`config.mk`:
```
export PLATFORM = sky130hd
export DESIGN_NAME = fetch_prefetch_top
export DESIGN_NICKNAME = d
export VERILOG_FILES = /design/src/rtl/fetch_prefetch_pkg.sv /design/src/rtl/fetch_prefetch_fifo.sv /design/src/rtl/fetch_prefetch_top.sv
export SDC_FILE = /design/constraint.sdc
export NUM_CORES = 1
export LEC_CHECK = 0
export BUFFER_PORTS_ARGS = -buffer_cell sky130_fd_sc_hd__buf_4
export CAP_MARGIN = 20
export CORE_ASPECT_RATIO = 1.25
export CORE_MARGIN = 8
export CORE_UTILIZATION = 52
export CTS_BUF_LIST = sky130_fd_sc_hd__clkbuf_4 sky130_fd_sc_hd__clkbuf_8
export CTS_CLUSTER_DIAMETER = 150
export DETAILED_ROUTE_END_ITERATION = 10
export MAX_ROUTING_LAYER = met4
export PLACE_DENSITY = 0.76
export SETUP_SLACK_MARGIN = 0.3
export SLEW_MARGIN = 10
export SYNTH_ARGS = -nofsm -noshare
export SYNTH_HDL_FRONTEND = slang
export SYNTH_SLANG_ARGS = --single-unit
```
`constraint.sdc`:
```
create_clock -name clk -period 4.3 [get_ports clk]
set_clock_uncertainty 0.15 [all_clocks]
set_input_delay 0.86 -clock clk [delete_from_list [all_inputs] [get_ports clk]]
set_output_delay 0.86 -clock clk [all_outputs]
set_load 0.005 [all_outputs]
```
`src/rtl/fetch_prefetch_pkg.sv`:
```
// Shared constants and types for the fetch stage: NOP encoding, opcodes of
// interest and the {pc, inst} entry carried through the prefetch queue.
package common_params;

  localparam int BITS = 32;

  // ADDI x0, x0, 0
  localparam logic [BITS-1:0] NOP = 32'h0000_0013;

  typedef enum logic [6:0] {
    OP_IMM_i = 7'b0010011,
    ECALL_i  = 7'b1110011
  } opcode_e;

  typedef struct packed {
    logic [BITS-1:0] pc;
    logic [BITS-1:0] inst;
  } fetch_entry_t;

  function automatic logic is_ecall(input logic [6:0] opc);
    return opc == ECALL_i;
  endfunction

endpackage

```
`src/rtl/fetch_prefetch_fifo.sv`:
```
// Synchronous prefetch FIFO; a push into a full queue is accepted when a pop
// happens in the same cycle.
module fetch_fifo
  import common_params::*;
#(
  parameter int DEPTH = 4
) (
  input  logic                         clk,
  input  logic                         rst_n,
  input  logic                         push,
  input  logic                         pop,
  input  logic                         clear,
  input  fetch_entry_t                 din,
  output fetch_entry_t                 dout,
  output logic                         full,
  output logic                         empty,
  output logic [$clog2(DEPTH+1)-1:0]   count
);

  localparam int AW = $clog2(DEPTH);
  localparam int CW = $clog2(DEPTH + 1);

  fetch_entry_t  mem [DEPTH];
  logic [AW-1:0] wr_ptr;
  logic [AW-1:0] rd_ptr;
  logic          do_push;
  logic          do_pop;

  assign empty   = (count == '0);
  assign full    = (count == CW'(DEPTH));
  assign do_pop  = pop & ~empty;
  assign do_push = push & (~full | do_pop);
  assign dout    = mem[rd_ptr];

  always_ff @(posedge clk) begin
    if (!rst_n || clear) begin
      wr_ptr <= '0;
      rd_ptr <= '0;
      count  <= '0;
    end else begin
      if (do_push) wr_ptr <= wr_ptr + AW'(1);
      if (do_pop)  rd_ptr <= rd_ptr + AW'(1);
      count <= count + CW'(do_push) - CW'(do_pop);
    end
  end

  always_ff @(posedge clk) begin
    if (do_push && !clear) mem[wr_ptr] <= din;
  end

endmodule

```
`src/rtl/fetch_prefetch_top.sv`:
```
// Fetch stage: PC generation with bounded outstanding imem requests, a prefetch
// queue feeding IF/ID, and stale-response dropping after a redirect.
module fetch_prefetch_top
  import common_params::*;
#(
  parameter int              XLEN     = 32,
  parameter int              DEPTH    = 4,
  parameter int              MAX_OUT  = 2,
  parameter logic [XLEN-1:0] RESET_PC = 32'h0,
  parameter int              IMEM_AW  = 11
) (
  input  logic               clk,
  input  logic               rst_n,
  input  logic               stall,
  input  logic               flush,
  input  logic [XLEN-1:0]    target_addr,
  output logic               imem_req,
  output logic [IMEM_AW-1:0] imem_addr,
  input  logic               imem_rvalid,
  input  logic [XLEN-1:0]    imem_rdata,
  output logic               if_id_valid,
  output logic [XLEN-1:0]    if_id_inst,
  output logic [XLEN-1:0]    if_id_pc,
  output logic [XLEN-1:0]    if_id_pc_inc,
  output logic               if_id_hlt,
  output logic               halted
);

  localparam int              CW      = $clog2(DEPTH + 1);
  localparam int              OW      = $clog2(MAX_OUT + 1);
  localparam logic [XLEN-1:0] PC_STEP = XLEN'(4);

  logic [XLEN-1:0] fetch_pc;
  logic [XLEN-1:0] resp_pc;
  logic [OW-1:0]   outstanding;
  logic [OW-1:0]   drop_cnt;
  logic [CW-1:0]   q_count;
  logic            q_full;
  logic            q_empty;
  fetch_entry_t    q_dout;
  fetch_entry_t    resp_entry;
  fetch_entry_t    head;
  logic            issue;
  logic            resp_drop;
  logic            resp_take;
  logic            bypass;
  logic            q_push;
  logic            q_pop;
  logic            deliver;

  // Queue occupancy plus in-flight requests never exceeds DEPTH, so every
  // accepted response is guaranteed a slot.
  assign issue     = ~halted & ~flush & (outstanding < OW'(MAX_OUT))
                   & ((int'(q_count) + int'(outstanding)) < DEPTH);
  assign imem_req  = issue;
  assign imem_addr = fetch_pc[IMEM_AW+1:2];

  assign resp_drop = imem_rvalid & (drop_cnt != '0);
  assign resp_take = imem_rvalid & (drop_cnt == '0) & ~flush;

  // An empty queue lets a fresh response go straight into IF/ID.
  assign bypass  = resp_take & q_empty & ~stall;
  assign q_push  = resp_take & ~bypass & (~q_full | q_pop);
  assign q_pop   = ~flush & ~stall & ~q_empty;
  assign deliver = bypass | q_pop;

  assign resp_entry.pc   = resp_pc;
  assign resp_entry.inst = imem_rdata;
  assign head            = q_empty ? resp_entry : q_dout;

  fetch_fifo #(
    .DEPTH (DEPTH)
  ) u_fifo (
    .clk   (clk),
    .rst_n (rst_n),
    .push  (q_push),
    .pop   (q_pop),
    .clear (flush),
    .din   (resp_entry),
    .dout  (q_dout),
    .full  (q_full),
    .empty (q_empty),
    .count (q_count)
  );

  // Every request still in flight at a redirect belongs to the old path.
  always_ff @(posedge clk) begin
    if (!rst_n) begin
      fetch_pc    <= RESET_PC;
      resp_pc     <= RESET_PC;
      outstanding <= '0;
      drop_cnt    <= '0;
      halted      <= 1'b0;
    end else begin
      outstanding <= outstanding + OW'(issue) - OW'(imem_rvalid);
      if (flush) begin
        fetch_pc <= target_addr;
        resp_pc  <= target_addr;
        halted   <= 1'b0;
        drop_cnt <= outstanding - OW'(imem_rvalid);
      end else begin
        if (issue)     fetch_pc <= fetch_pc + PC_STEP;
        if (resp_drop) drop_cnt <= drop_cnt - OW'(1);
        if (resp_take) begin
          resp_pc <= resp_pc + PC_STEP;
          if (is_ecall(imem_rdata[6:0])) halted <= 1'b1;
        end
      end
    end
  end

  always_ff @(posedge clk) begin
    if (!rst_n) begin
      if_id_valid  <= 1'b0;
      if_id_inst   <= NOP;
      if_id_pc     <= RESET_PC;
      if_id_pc_inc <= RESET_PC + PC_STEP;
      if_id_hlt    <= 1'b0;
    end else if (flush || !stall) begin
      if (!flush && deliver) begin
        if_id_valid  <= 1'b1;
        if_id_inst   <= head.inst;
        if_id_pc     <= head.pc;
        if_id_pc_inc <= head.pc + PC_STEP;
        if_id_hlt    <= is_ecall(head.inst[6:0]);
      end else begin
        if_id_valid <= 1'b0;
        if_id_inst  <= NOP;
        if_id_hlt   <= 1'b0;
      end
    end
  end

endmodule

```
==> results of run 1 <==
-- per-layer routing --
layer	track usage (%)	vias to the layer above	part of all wire (%)
met5	-	-	0
met4	7.988	0	3.3
met3	4.296	97	7.9
met2	35.22	493	49
met1	26.78	5650	40
li1	-	5234	-
-- logic make-up (layout without fill, tap and decap cells) --
logic type      after synthesis  in the layout
compound gates              190            190
xor+xnor                     50             50
fa+ha+maj                    14             14
buf+inv                      98            337
flops                       409            409
mux                         106            106
other cells                   0              1
simple gates                424            424
-- worst max-delay path by stage --
stage / startpoint / to / slack, ns
after global placement: flush / imem_req / 1.01
after global routing: u_fifo.count[2]$_SDFF_PP0_ / if_id_pc_inc[25]$_SDFFE_PN0P_ / 0.87
after CTS: flush / imem_req / 1.01
final: flush / imem_req / 0.99
after floorplan: stall / u_fifo.mem[1][0]$_DFFE_PP_ / 0.34
after detailed placement: imem_rvalid / u_fifo.mem[0][46]$_DFFE_PP_ / 1.01
-- state kept, by name, summed over array words and instances (netlist names), 2 cells and up, named ones only --
register       cells
resp_pc           32
drop_cnt           2
if_id_pc          32
u_fifo.rd_ptr      2
fetch_pc          11
u_fifo.count       3
u_fifo.mem       256
u_fifo.wr_ptr      2
if_id_inst        32
outstanding        2
if_id_pc_inc      30
-- Yosys cell counts, drive strengths merged, types with 5 or more instances --
cell,count
edfxtp,256
and2,11
xnor2,22
dfxtp,153
inv,18
nand4,25
a21oi,75
nor4,11
nor3,12
a311oi,5
mux4,64
nand2,159
mux2i,38
o311ai,6
o211ai,5
and3,11
clkbuf,56
xor2,28
nor2,115
buf,24
o21ai,25
a31oi,6
ha,13
a22oi,7
nand3,52
or4,6
or3,9
a211oi,39
-- critical path, stage by stage --
cell and delay, ns:
buf_4 0.23, or4_1 0.56, a311oi_2 0.26, buf_4 0.25, buf_4 0.13
-- through the flow --
| stage | util [%] | cells |
|---|---|---|
| final | 62.24 | 1949 |
| after global routing | 62.24 | 1949 |
| after CTS | 62.15 | 1947 |
| after detailed placement | 57.83 | 1833 |
| after global placement | 57.83 | 1833 |
| after floorplan | - | 1291 |
-- report_power, final --
part	internal [mW]	switching (mW)	total [mW]
Combinational	0.303	0.402	0.705
Sequential	4.29	0.119	4.41
Clock	2.05	1.50	3.55
Total	6.65	2.02	8.67
-- placed cells by master, fill, tap and decap left out, drive strengths merged, types with 5 or more instances in the layout --
cell,synthesis,layout
and3,11,11
nor3,12,12
buf,24,205
a311oi,5,5
dfxtp,153,153
or3,9,9
o311ai,6,6
nor4,11,11
nand3,52,52
ha,13,13
clkinv,0,23
nand2,159,159
nand4,25,25
and2,11,11
or4,6,6
clkbuf,56,81
inv,18,19
a22oi,7,7
bufinv,0,8
xnor2,22,22
o21ai,25,25
o211ai,5,5
xor2,28,28
mux4,64,64
a211oi,39,39
nor2,115,115
a31oi,6,6
mux2i,38,38
a21oi,75,75
edfxtp,256,256
-- area by class of cell --
type                       instances  area (um^2)  area share [%]
antenna                            1        2.502         0.01241
clock buffer                      81         1027           5.093
clock inverter                    33        370.4           1.836
inverter                          18        68.82          0.3412
multi-input combinational        784         5801           28.76
sequential                       409        10760           53.33
tap                              418        523.0           2.593
timing repair buffer             205         1622           8.040
==> results.yml, run 1 <==
run_status:
  outcome: "finished clean"
grt:
  track_usage_pct: 21.74
  grt_pass1_vias: 11560
  gr-total-overflow: 0
  antenna_found_initial: 1
  grt_pass1_wl_um: 64270
  grt_max_degree: 101
floorplan:
  coreArea_um2: 32410
  io-pin-count: 180
  initial_core_util_pct: 52.35
  dieArea_um2: 38690
  rows: 74
  die_y_um: 217.9
  die_x_um: 177.6
synth:
  async_reset_ff_share_pct: 0
  synth_top_family_by_area: "simple AND/OR/NAND/NOR gates"
  synth_fa_ha_area_share_pct: 1.077
  ys.flop_type: "edfxtp_1"
  synth_warnings: 0
  ys_types: 65
  syn-cell-area_um2: 16960
  synthesis.instances: 1291
  synth_area_per_cell_um2: 13.14
  seq_area_frac_synth_pct: 63.37
  syn_nets: 1374
  ys_ff_latch: 409
  synth.area.mux_share_pct: 11.29
  yosysTopAreaCell: "edfxtp_1"
  synth.top_cell.area_share_pct: 45.32
  synth_area_leaders: "edfxtp_1 45%, dfxtp_1 18%, mux4_2 6.8%"
  synth-compound-area-share_pct: 7.383
  synthSimpleGateAreaFrac_pct: 11.67
  post_synth_xor_area_fraction_pct: 2.582
  synth_edf_count: 256
clock_network:
  clk_latency_ns: 0.64
  ctsHoldBuffers: 0
  clk_pin_slew_worst_paths_ns: 0.07
  ctsResizeCount: 0
  post_cts_buffers: 0
  cts_tree: "yes"
  cts_inserted_buffers: 61
  clock_path_buffers: 3
  cts_root_buf: "clkbuf_8"
  htree_levels: 2
  clock-sinks: 409
sta:
  final_hold_viol_count: 0
  relSlewSlack_pct: 48.31
  worst_pin_slew_ns: 0.7738
  slew_viol_final: 0
  max_freq_mhz: 301.7
  rsz0062_at_grt: "false"
  whs_ns: 0.2805
  final-setup-viol-count: 0
  final.setup.tns_ns: 0
  finalWorstSetupSlack_ns: 0.9856
  layout_min_cycle_time_ns: 3.314
  fin_crit_sh_pct: 77.08
place:
  place_congestion: 0.8670
  place_area_um2: 18740
  post-place-ws_ns: 1.005
  io_buffers: 179
  dp_hpwl_um: 27750
layout:
  final_cell_area_um2: 20170
  drive_gt1_share_pct: 25.49
  layout.nets: 1562
  fillerInstances: 2385
  area_growth_pct: 18.90
drt:
  route.detailed.drc: 0
  route.detailed.wl_per_inst_um: 21.36
  via_per_inst: 5.887
  vias: 11470
  drt-initial-drc-count: 976
  drt_first_pass_iters: 7
  drtAntennaViolNets: 0
  wl_um: 41640
power:
  pwr_density_cell_nw_per_um2: 429.8
  cellLeakagePower_nw: 7.189
  ir_worst_vdd_mv: 0.2947
  finalPower_mw: 8.669
setup_path:
  r2r-end: "if_id_pc_inc[31]$_SDFFE_PN0P_"
  worstPathRequired_ns: 3.29
  arrival_ns: 2.30
  crit_path_start_kind: "input port"
  reg2reg_depth: 7
  cp_max_fo: 26
  crit_path_end_kind: "primary output"
  r2r_slack_ns: 1.06
  regToRegStartpoint: "u_fifo.count[2]$_SDFF_PP0_"
  critPathKind: "in2out"
min_path:
  holdPathEnd: "u_fifo.mem[3][9]$_DFFE_PP_"
  worstHoldPathType: "in2reg"
  hold_depth: 1
  hp-start: "imem_rdata[9]"
run:
  drv_cap: 0
(Power assumes the default switching activity.)
==> run 2: changes to the inputs <==
--- a/config.mk
+++ b/config.mk
@@ -14,7 +14,7 @@
 export CTS_CLUSTER_DIAMETER = 150
 export DETAILED_ROUTE_END_ITERATION = 10
 export MAX_ROUTING_LAYER = met4
-export PLACE_DENSITY = 0.76
+export PLACE_DENSITY = 0.79
 export SETUP_SLACK_MARGIN = 0.3
 export SLEW_MARGIN = 10
 export SYNTH_ARGS = -nofsm -noshare
==> constraint.sdc (replaced) <==
create_clock -name clk -period 2.7 [get_ports clk]
set_clock_uncertainty 0.15 [all_clocks]
set_input_delay 0.54 -clock clk [delete_from_list [all_inputs] [get_ports clk]]
set_output_delay 0.54 -clock clk [all_outputs]
set_load 0.005 [all_outputs]
==> run 2 against run 1 <==
Effect of this change:
- the run now ends with setup timing left
- critical path depth fell by 1
- die area did not move
- sequential cell count did not move
- highest routed layer unchanged
- clock power rose by 50%
- largest cell class unchanged
- power rose by 59%
- final cell count rose by 7.7%
==> results.yml, run 2 (synthesis results as in run 1) <==
run_status:
  outcome: "complete, but fails checks"
  violations: "setup timing"
place:
  dp_hpwl_um: 29110
  dp_cells: 1879
  io_buffers: 179
  place_congestion: 0.8530
grt:
  grt_pass1_vias: 12550
  track_usage_pct: 23.33
  gr-total-overflow: 0
  grt_max_degree: 101
  grt_pass1_wl_um: 69030
  antenna_found_initial: 0
drt:
  drt-initial-drc-count: 1204
  via_per_inst: 5.944
  drt_first_pass_iters: 6
  vias: 12480
  drtAntennaViolNets: 0
  wl_um: 46420
  route.detailed.wl_per_inst_um: 22.10
  route.detailed.drc: 0
layout:
  layout_commonest_cell: "buf_4"
  regMostFlops: "u_fifo.mem"
  layout.nets: 1713
  largest_reg_flops: 256
  fillerInstances: 2114
  area_growth_pct: 29.72
  mostFrequentLayoutCells: "269 x buf_4, 256 x edfxtp_1, 151 x nand2_1, 146 x dfxtp_1, 113 x nor2_1"
  fin_cells: 2100
  num_antenna_cells: 0
  drive_gt1_share_pct: 33.29
clock_network:
  clk_latency_ns: 0.64
  clk_pin_slew_worst_paths_ns: 0.07
  clock_path_buffers: 3
  clock-sinks: 409
  cts_tree: "yes"
  htree_levels: 2
  cts_inserted_buffers: 60
  cts_root_buf: "clkbuf_8"
setup_path:
  crit_path_start_kind: "flop"
  crit_buf_inv: 2
  r2r_slack_ns: 0.05
  cpPeakStageDelay_ns: 0.49
  crit_chain: "or4_4 -> a311oi_4 -> buf_12 -> buf_6"
  cp_max_fo: 2
  crit_slowest_cell: "or4_4"
  critPathKind: "reg2out"
  arrival_ns: 2.02
  worstPathRequired_ns: 2.01
  critical_path.top_delay_family: "simple AND/OR/NAND/NOR gates"
  crit_path_end_kind: "primary output"
min_path:
  worstHoldPathType: "in2reg"
sta:
  slew_viol_final: 0
  worst_pin_slew_ns: 0.5406
  whs_ns: 0.04994
  finalWorstSetupSlack_ns: -0.007257
  fin_crit_sh_pct: 100.3
  final.setup.tns_ns: -0.007257
  rsz0062_at_grt: "true"
  relSlewSlack_pct: 62.93
  max_freq_mhz: 369.4
  final_hold_viol_count: 0
  layout_min_cycle_time_ns: 2.707
  final-setup-viol-count: 1
power:
  pwr_density_cell_nw_per_um2: 627.9
  ir_worst_vdd_mv: 0.4371
  cellLeakagePower_nw: 8.081
  finalPower_mw: 13.82
run:
  drv_cap: 0
floorplan:
  die_y_um: 217.9
  initial_core_util_pct: 52.35
  rows: 74
  io-pin-count: 180
  die_x_um: 177.6
  coreArea_um2: 32410
  dieArea_um2: 38690
run 2: cell types whose count changed in the layout (fill, tap and decap cells not counted), sizes merged, moves of 2 or more:
cell | before | now
clkbuf | 81 | 79
clkinv | 23 | 29
bufinv | 8 | 4
buf | 205 | 310
dlygate4sd3 | 0 | 44
clkinvlp | 1 | 3
run 2: worst register-to-register path: cells and delay by family, from the launching register on:
family / cells / cell delay [ns]
flops: 1 / 0.40
buf+inv: 2 / 0.33
simple gates: 2 / 0.40
compound gates: 3 / 0.94
mux: 1 / 0.36
run 2: final cells by class:
class	instances	area, um^2	share of cell area (%)
tap	418	523.0	2.377
clock buffer	77	1022	4.645
sequential	409	10770	48.96
multi-input combinational	785	6147	27.94
timing repair buffer	356	3179	14.45
inverter	18	68.82	0.3127
clock inverter	37	290.3	1.319
run 2: layer usage:
| metal | track usage, % | vias to the layer above | wire [um] |
|---|---|---|---|
| met2 | 39.28 | 671 | 23430 |
| met4 | 10.35 | 0 | 1956 |
| met5 | - | - | 0 |
| li1 | - | 5550 | - |
| met1 | 27.36 | 6118 | 17520 |
| met3 | 3.603 | 144 | 3511 |
run 2: stage by stage:
stage	cell area, um^2	utilization, %	setup WS [ns]
floorplan	17110	-	-0.03500
global placement	19250	59.41	0.02527
detailed placement	19250	59.41	0.01406
CTS	21460	66.22	-0.01481
global route	22000	67.90	-0.05073
finish	22000	67.90	-0.007257
run 2: repair_timing:
item / 4_1_cts / 5_1_grt
hold endpoints to repair: 142 / 0
cloned: 3 / 1
hold buffers: 44 / 0
resized for setup: 60 / 66
setup buffers: 28 / 31
pin swaps: 19 / 39
setup endpoints to repair: 225 / 169
run 2: worst paths after layout:
kind                                        end  cells after the start                          from
setup / recovery                       imem_req                      4           halted$_SDFFE_PP0P_
hold reg to reg    if_id_pc_inc[2]$_SDFFE_PN1P_                      1  if_id_pc_inc[2]$_SDFFE_PN1P_
setup reg to reg  if_id_pc_inc[31]$_SDFFE_PN0P_                      8                          flop
hold / removal         resp_pc[30]$_SDFFE_PN0N_                      3               target_addr[30]
run 2: power breakdown:
group          total [mW]  internal, mW  switching, mW
combinational        1.50         0.719          0.784
clock                5.31          2.89           2.42
sequential           7.00          6.83          0.170
total                13.8          10.4           3.38
